**config.mk**
```make
export PLATFORM = sky130hd
export DESIGN_NAME = spi_send_con_flat
export DESIGN_NICKNAME = d
export VERILOG_FILES = /design/src/rtl/spi_pkg.sv /design/src/rtl/spi_send_con_if.sv /design/src/rtl/spi_clk_phase_gen.sv /design/src/rtl/spi_send_con.sv /design/src/flat_wrapper.sv
export SDC_FILE = /design/constraint.sdc
export NUM_CORES = 1
export LEC_CHECK = 0
export BUFFER_PORTS_ARGS = -buffer_cell sky130_fd_sc_hd__buf_2
export CAP_MARGIN = 20
export CORE_MARGIN = 1
export CORE_UTILIZATION = 30
export DETAILED_ROUTE_END_ITERATION = 12
export SLEW_MARGIN = 5
export SYNTH_ARGS = -nofsm -noshare
export SYNTH_HDL_FRONTEND = slang
export SYNTH_SLANG_ARGS = --single-unit
```
**constraint.sdc**
```tcl
create_clock -name clk_in -period 2.35 [get_ports clk_in]
set_input_delay 0.1175 -clock clk_in [delete_from_list [all_inputs] [get_ports clk_in]]
set_output_delay 0.1175 -clock clk_in [all_outputs]
set_load 0.01 [all_outputs]
```
**src/rtl/spi_pkg.sv**
```systemverilog
// Shared types and parameter legality helper for the SPI controller-side transmitter.
package spi_pkg;

  typedef enum logic [1:0] {
    IDLE,
    LOW,
    HIGH,
    HOLD
  } spi_tx_state_t;

  function automatic bit cfg_ok(input int data_width, input int lines, input int period);
    return (data_width >= 2) && (lines >= 1) && (period >= 4) && ((period % 2) == 0);
  endfunction

endpackage

```
**src/rtl/spi_send_con_if.sv**
```systemverilog
// Word hand-off between a producer and the SPI transmitter: valid/ready, one word per line.
interface spi_send_con_if #(
  parameter int DATA_WIDTH = 8,
  parameter int LINES      = 1
);
  logic [LINES-1:0][DATA_WIDTH-1:0] data_in;
  logic                             data_valid_in;
  logic                             ready_out;

  modport master (output data_in, output data_valid_in, input ready_out);
  modport slave  (input data_in, input data_valid_in, output ready_out);
endinterface

```
**src/rtl/spi_clk_phase_gen.sv**
```systemverilog
// DCLK phase counter: counts cycles within one DCLK period and strobes the last cycle of the
// low phase and of the high phase (plus one cycle early for the high phase). Held at zero while cleared.
module spi_clk_phase_gen #(
  parameter int PERIOD = 100,
  parameter int DUTY   = PERIOD / 2
) (
  input  logic clk,
  input  logic rst,
  input  logic en,
  input  logic clr,
  output logic low_end,
  output logic high_end,
  output logic high_pre_end
);

  localparam int CW = $clog2(PERIOD);

  logic [CW-1:0] cnt;

  assign low_end      = en && (cnt == CW'(DUTY - 1));
  assign high_end     = en && (cnt == CW'(PERIOD - 1));
  assign high_pre_end = en && (cnt == CW'(PERIOD - 2));

  always_ff @(posedge clk or posedge rst) begin
    if (rst) begin
      cnt <= '0;
    end else if (clr) begin
      cnt <= '0;
    end else if (en) begin
      cnt <= high_end ? '0 : cnt + 1'b1;
    end
  end

endmodule

```
**src/rtl/spi_send_con.sv**
```systemverilog
// SPI transmitter: CS/DCLK generation, LINES parallel MSB-first shift registers, one-entry next word.
// First DCLK rise DUTY_CYCLE+1 cycles after accept; ready only in IDLE or last-bit HIGH with buffer empty.
module spi_send_con
  import spi_pkg::*;
#(
  parameter int DATA_WIDTH      = 8,
  parameter int LINES           = 1,
  parameter int DATA_CLK_PERIOD = 100
) (
  input  logic              clk_in,
  input  logic              rst_in,
  spi_send_con_if.slave     bus,
  output logic              busy_out,
  output logic              word_done_out,
  output logic [LINES-1:0]  chip_data_out,
  output logic              chip_clk_out,
  output logic              chip_sel_out
);

  localparam int DUTY_CYCLE = DATA_CLK_PERIOD / 2;
  localparam int BW         = $clog2(DATA_WIDTH + 1);

  if (!cfg_ok(DATA_WIDTH, LINES, DATA_CLK_PERIOD)) begin : g_bad_cfg
    $error("spi_send_con: illegal DATA_WIDTH/LINES/DATA_CLK_PERIOD");
  end

  typedef logic [LINES-1:0][DATA_WIDTH-1:0] word_t;

  spi_tx_state_t state, state_nxt;
  logic [BW-1:0] bit_cnt;
  word_t         shreg;
  word_t         pend;
  logic          pend_vld, pend_vld_nxt;
  logic          ready, ready_nxt;
  logic          done_nxt;
  logic          accept, last_bit;
  logic          load_in, load_pend, shift, store, clear;
  logic          low_end, high_end, high_pre_end;

  assign accept        = bus.data_valid_in & ready;
  assign bus.ready_out = ready;
  assign last_bit      = (bit_cnt == BW'(DATA_WIDTH - 1));

  spi_clk_phase_gen #(
    .PERIOD (DATA_CLK_PERIOD),
    .DUTY   (DUTY_CYCLE)
  ) u_phase (
    .clk          (clk_in),
    .rst          (rst_in),
    .en           (state != IDLE),
    .clr          (state == IDLE),
    .low_end      (low_end),
    .high_end     (high_end),
    .high_pre_end (high_pre_end)
  );

  always_comb begin
    state_nxt = state;
    load_in   = 1'b0;
    load_pend = 1'b0;
    shift     = 1'b0;
    store     = 1'b0;
    clear     = 1'b0;
    case (state)
      IDLE: begin
        if (accept) begin
          load_in   = 1'b1;
          state_nxt = LOW;
        end
      end
      LOW: begin
        if (low_end) state_nxt = HIGH;
      end
      HIGH: begin
        if (high_end) begin
          if (!last_bit) begin
            shift     = 1'b1;
            state_nxt = LOW;
          end else if (pend_vld) begin
            load_pend = 1'b1;
            state_nxt = LOW;
          end else if (accept) begin
            // Word offered on the final high cycle goes straight into the shifter.
            load_in   = 1'b1;
            state_nxt = LOW;
          end else begin
            state_nxt = HOLD;
          end
        end else if (accept) begin
          store = 1'b1;
        end
      end
      HOLD: begin
        if (low_end) begin
          clear     = 1'b1;
          state_nxt = IDLE;
        end
      end
      default: state_nxt = IDLE;
    endcase

    pend_vld_nxt = store | (pend_vld & ~load_pend);
    // Outputs are registered, so they are derived from next-cycle state.
    ready_nxt = (state_nxt == IDLE) |
                ((state_nxt == HIGH) & last_bit & ~pend_vld_nxt);
    done_nxt  = (state == HIGH) & last_bit & high_pre_end;
  end

  always_ff @(posedge clk_in or posedge rst_in) begin
    if (rst_in) begin
      state         <= IDLE;
      bit_cnt       <= '0;
      shreg         <= '0;
      pend          <= '0;
      pend_vld      <= 1'b0;
      ready         <= 1'b0;
      busy_out      <= 1'b0;
      word_done_out <= 1'b0;
      chip_clk_out  <= 1'b0;
      chip_sel_out  <= 1'b1;
    end else begin
      state    <= state_nxt;
      pend_vld <= pend_vld_nxt;
      if (store) pend <= bus.data_in;
      if (load_in) begin
        shreg   <= bus.data_in;
        bit_cnt <= '0;
      end else if (load_pend) begin
        shreg   <= pend;
        bit_cnt <= '0;
      end else if (shift) begin
        for (int l = 0; l < LINES; l++) begin
          shreg[l] <= {shreg[l][DATA_WIDTH-2:0], 1'b0};
        end
        bit_cnt <= bit_cnt + 1'b1;
      end else if (clear) begin
        shreg <= '0;
      end
      ready         <= ready_nxt;
      busy_out      <= (state_nxt != IDLE);
      word_done_out <= done_nxt;
      chip_clk_out  <= (state_nxt == HIGH);
      chip_sel_out  <= (state_nxt == IDLE);
    end
  end

  always_comb begin
    for (int l = 0; l < LINES; l++) begin
      chip_data_out[l] = shreg[l][DATA_WIDTH-1];
    end
  end

endmodule

```
**src/flat_wrapper.sv**
```systemverilog
// flat-port wrapper written by rule: the top's interface ports become plain ports
module spi_send_con_flat import spi_pkg::*;
#(
  parameter int DATA_WIDTH      = 8,
  parameter int LINES           = 1,
  parameter int DATA_CLK_PERIOD = 100
)
  (clk_in, rst_in, busy_out, word_done_out, chip_data_out, chip_clk_out, chip_sel_out, bus_data_in, bus_data_valid_in, bus_ready_out);
  spi_send_con_if #(.DATA_WIDTH(DATA_WIDTH), .LINES(LINES)) bus_i ();
  input  logic clk_in;
  input  logic rst_in;
  output logic busy_out;
  output logic word_done_out;
  output logic [LINES-1:0] chip_data_out;
  output logic chip_clk_out;
  output logic chip_sel_out;
  input wire logic [$bits(bus_i.data_in)-1:0] bus_data_in;
  input wire logic [$bits(bus_i.data_valid_in)-1:0] bus_data_valid_in;
  output wire logic [$bits(bus_i.ready_out)-1:0] bus_ready_out;
  assign bus_i.data_in = bus_data_in;
  assign bus_i.data_valid_in = bus_data_valid_in;
  assign bus_ready_out = bus_i.ready_out;
  spi_send_con #(.DATA_WIDTH(DATA_WIDTH), .LINES(LINES), .DATA_CLK_PERIOD(DATA_CLK_PERIOD)) u_core (.clk_in(clk_in), .rst_in(rst_in), .bus(bus_i), .busy_out(busy_out), .word_done_out(word_done_out), .chip_data_out(chip_data_out), .chip_clk_out(chip_clk_out), .chip_sel_out(chip_sel_out));
endmodule
```
==> flow_metrics.py <==
metrics = {
    "critical_path": {
        "crit_buf_inv": 0,
        "crit_chain": "or3b_1 -> o31ai_1 -> o22ai_1",
        "reg2reg_depth": 3,
        "cp-start-kind": "flip-flop",
        "endpoint_kind": "flip-flop",
        "r2r_setup_slack_ns": 0.24,
        "cp_slowest_stage_delay_ns": 0.85,
        "crit_arrival_ns": 2.22,
        "timing.rr.end": "u_core.shreg[7]$_DFFE_PP0P_",
        "path_depth": 3,
        "critPathMaxFanout": 8,
        "worst_ep_required_time_ns": 2.46,
        "path_delay_family": "compound AO/OA/AOI/OAI gates",
        "timing.rr.start": "u_core.u_phase.cnt[2]$_DFF_PP0_",
        "critPathKind": "flip-flop to flip-flop",
        "cp-startpoint": "u_core.u_phase.cnt[2]$_DFF_PP0_",
        "crit_path_top_delay_cell": "o31ai_1",
        "crit_end": "u_core.shreg[7]$_DFFE_PP0P_",
    },
    "final_layout": {
        "num_antenna_cells": 0,
        "seq_area_um2": 877,
        "multi_input_area_um2": 882,
        "final_common_cell": "dfrtp_1",
        "fill_cells": 587,
        "fin_cells": 270,
        "drive_above_1_share_pct": 17.2,
        "nNetsFinal": 212,
        "layout_common_cells": "dfrtp_1, buf_2, nor2_1, o21ai_0, nand3_1",
        "area_delta_synth_final_pct": 14.9,
    },
    "routing": {
        "dr.pass1.iters": 4,
        "vias": 1402,
        "ant_nets": 0,
        "dr.first_iter.drc_count": 125,
        "drt_wl_total_um": 3730,
        "wl_per_cell_um": 13.8,
        "route.detailed.drc": 0,
        "viasPerCell": 5.19,
    },
    "timing": {
        "fmax_mhz": 474,
        "setup_viol": 0,
        "fin_crit_ns": 2.11,
        "maxSlewViolCount": 0,
        "setup_tns_ns": 0,
        "worstMarginPinSlew_ns": 0.981,
        "fin_worst_skew_ns": 0.00966,
        "timing.slew.headroom_pct": 34.0,
        "timing.final.crit_share_pct": 89.8,
        "final-hold-violation-count": 0,
        "grt_setup_unrepaired": "no",
    },
    "global_route": {
        "grt_pass1_vias": 1433,
        "antenna_found_initial": 0,
        "grt_max_degree": 36,
        "grt_use_total_pct": 13.8,
        "met2_usage_pct": 19.1,
        "grt_use_met1_pct": 18.9,
        "grt_first_pass_wirelength_um": 6680,
        "busiest_layer": "met2",
        "grt_overflow_total": 0,
        "use_met3_pct": 3.66,
    },
    "clock_network": {
        "clockBufferDepth": 2,
        "htreeDepth": 2,
        "cts_resized": 0,
        "clockRootBuffer": "clkbuf_8",
        "cts.sinks": 35,
        "cts_tree": "yes",
        "clk_latency_ns": 0.28,
        "clk_pin_slew_ns": 0.07,
        "cts_buffers": 5,
    },
    "logic_synthesis": {
        "synth-edff-count": 0,
        "synth-main-ff-cell": "dfrtp_1",
        "yosysUniqueCellTypes": 44,
        "yosys_register_bits": 35,
        "syn-num-nets": 190,
        "netlist_area_um2": 1810,
        "syn_avg_cell_area_um2": 10.3,
        "netlist_instances": 175,
        "yosysWarningCount": 0,
        "ys_seq_area_share_pct": 48.4,
        "synth-async-reset-ratio_pct": 100,
    },
    "floorplan": {
        "die_area_um2": 6350,
        "core_um2": 5680,
        "die_w_um": 79.7,
        "die_h_um": 79.7,
        "ios": 17,
        "num_rows": 27,
        "initial_core_util_pct": 31.9,
    },
    "place": {
        "portBuffers": 16,
        "dp.cells": 261,
        "routabilityCongestion": 0.783,
        "place_hpwl_um": 2560,
    },
    "flow_run": {
        "cap_viol_max_count": 0,
    },
    "power_and_ir_drop": {
        "power_leakage_nw": 0.976,
        "peakVddDrop_mv": 0.223,
        "powerDensity_nw_per_um2": 501,
    },
    "hold_path": {
        "min_path_type": "input port to flip-flop",
    },
    "run_status": {
        "status": "completed",
    },
}
power breakdown:
part	internal (mW)	switching [mW]
clock	0.210	0.204
combinational	0.00877	0.0159
sequential	0.602	0
registers in the layout, indices dropped and copies added (netlist names), 2 cells and up:
signal              flops
u_core.shreg            8
u_core.bit_cnt          4
u_core.pend             8
u_core.state            2
u_core.u_phase.cnt      7
metal layers:
metal  wire length (um)  part of all wire [%]
met5                  0                     0
met4                 65                   1.7
met3                185                   5.0
met2               1610                    43
met1               1870                    50
worst reg2reg max path: stages, from the launching register on:
cell,delay [ns]
dfrtp_1,0.42
or3b_1,0.48
o31ai_1,0.85
o22ai_1,0.19
kinds of logic after synthesis:
family                   synth area share, %
AO/OA/AOI/OAI                           15.5
XOR/XNOR                                3.39
adder cells (fa/ha/maj)                 2.76
buffers and inverters                   2.83
flip-flops                              48.4
multiplexers                            4.98
AND/OR/NAND/NOR                         22.1
synthesized netlist by cell type, types with 2 or more instances:
library cell	n	area (um^2)
a21o_1	2	15.0
and3_1	7	43.8
clkbuf_1	5	18.8
o211ai_1	7	52.6
ha_1	4	50.1
a21oi_1	3	15.0
nand4_1	3	18.8
xor2_1	4	35.0
nand3b_1	2	15.0
dfrtp_1	34	851
nand3_1	13	65.1
mux2_1	5	56.3
nor2b_1	2	12.5
and2_1	5	31.3
o31ai_1	2	15.0
or3_1	2	12.5
nor3_1	2	10.0
buf_2	2	10.0
a211o_1	2	17.5
or4bb_1	2	22.5
mux2_2	3	33.8
o21ai_0	14	70.1
xnor2_1	3	26.3
nand2_1	9	33.8
nor2_1	14	52.6
inv_1	6	22.5
area by class of cell:
cell class / instances / share of cell area, %
inverter: 6 / 1.08
sequential: 35 / 42.2
multi-input combinational: 127 / 42.4
timing repair buffer: 22 / 6.14
tap: 72 / 4.33
clock buffer: 8 / 3.85
per-stage QoR:
step	cell area (um^2)	power [mW]	worst slack, ns	hold slack (ns)	utilization (%)
floorplan	1810	0.623	0.310	0.252	-
global placement	1990	0.638	0.219	0.245	35.1
detailed placement	1990	0.638	0.203	0.249	35.1
CTS	2080	1.06	0.182	0.0534	36.6
global route	2080	1.09	0.0394	0.0561	36.6
finish	2080	1.04	0.239	0.0604	36.6
how the worst min path moves through the flow:
stage	end	start	slack (ns)	depth (start not counted)
finish	u_core.pend[1]$_DFFE_PP0P_	bus_data_in[1]	0.06	2
global route	u_core.pend[2]$_DFFE_PP0P_	bus_data_in[2]	0.06	2
CTS	u_core.pend[1]$_DFFE_PP0P_	bus_data_in[1]	0.05	2
detailed placement	u_core.pend[7]$_DFFE_PP0P_	rst_in	0.25	3
global placement	u_core.pend[7]$_DFFE_PP0P_	rst_in	0.25	3
floorplan	u_core.pend[0]$_DFFE_PP0P_	bus_data_in[0]	0.25	1
repair_timing:
action / 4_1_cts / 5_1_grt
endpoints found under the setup margin: 0 / 0
buffers inserted: 0 / 0
hold endpoints to repair: 34 / 0
hold buffers: 1 / 0
No activity file was read; power rests on OpenSTA's default activity.
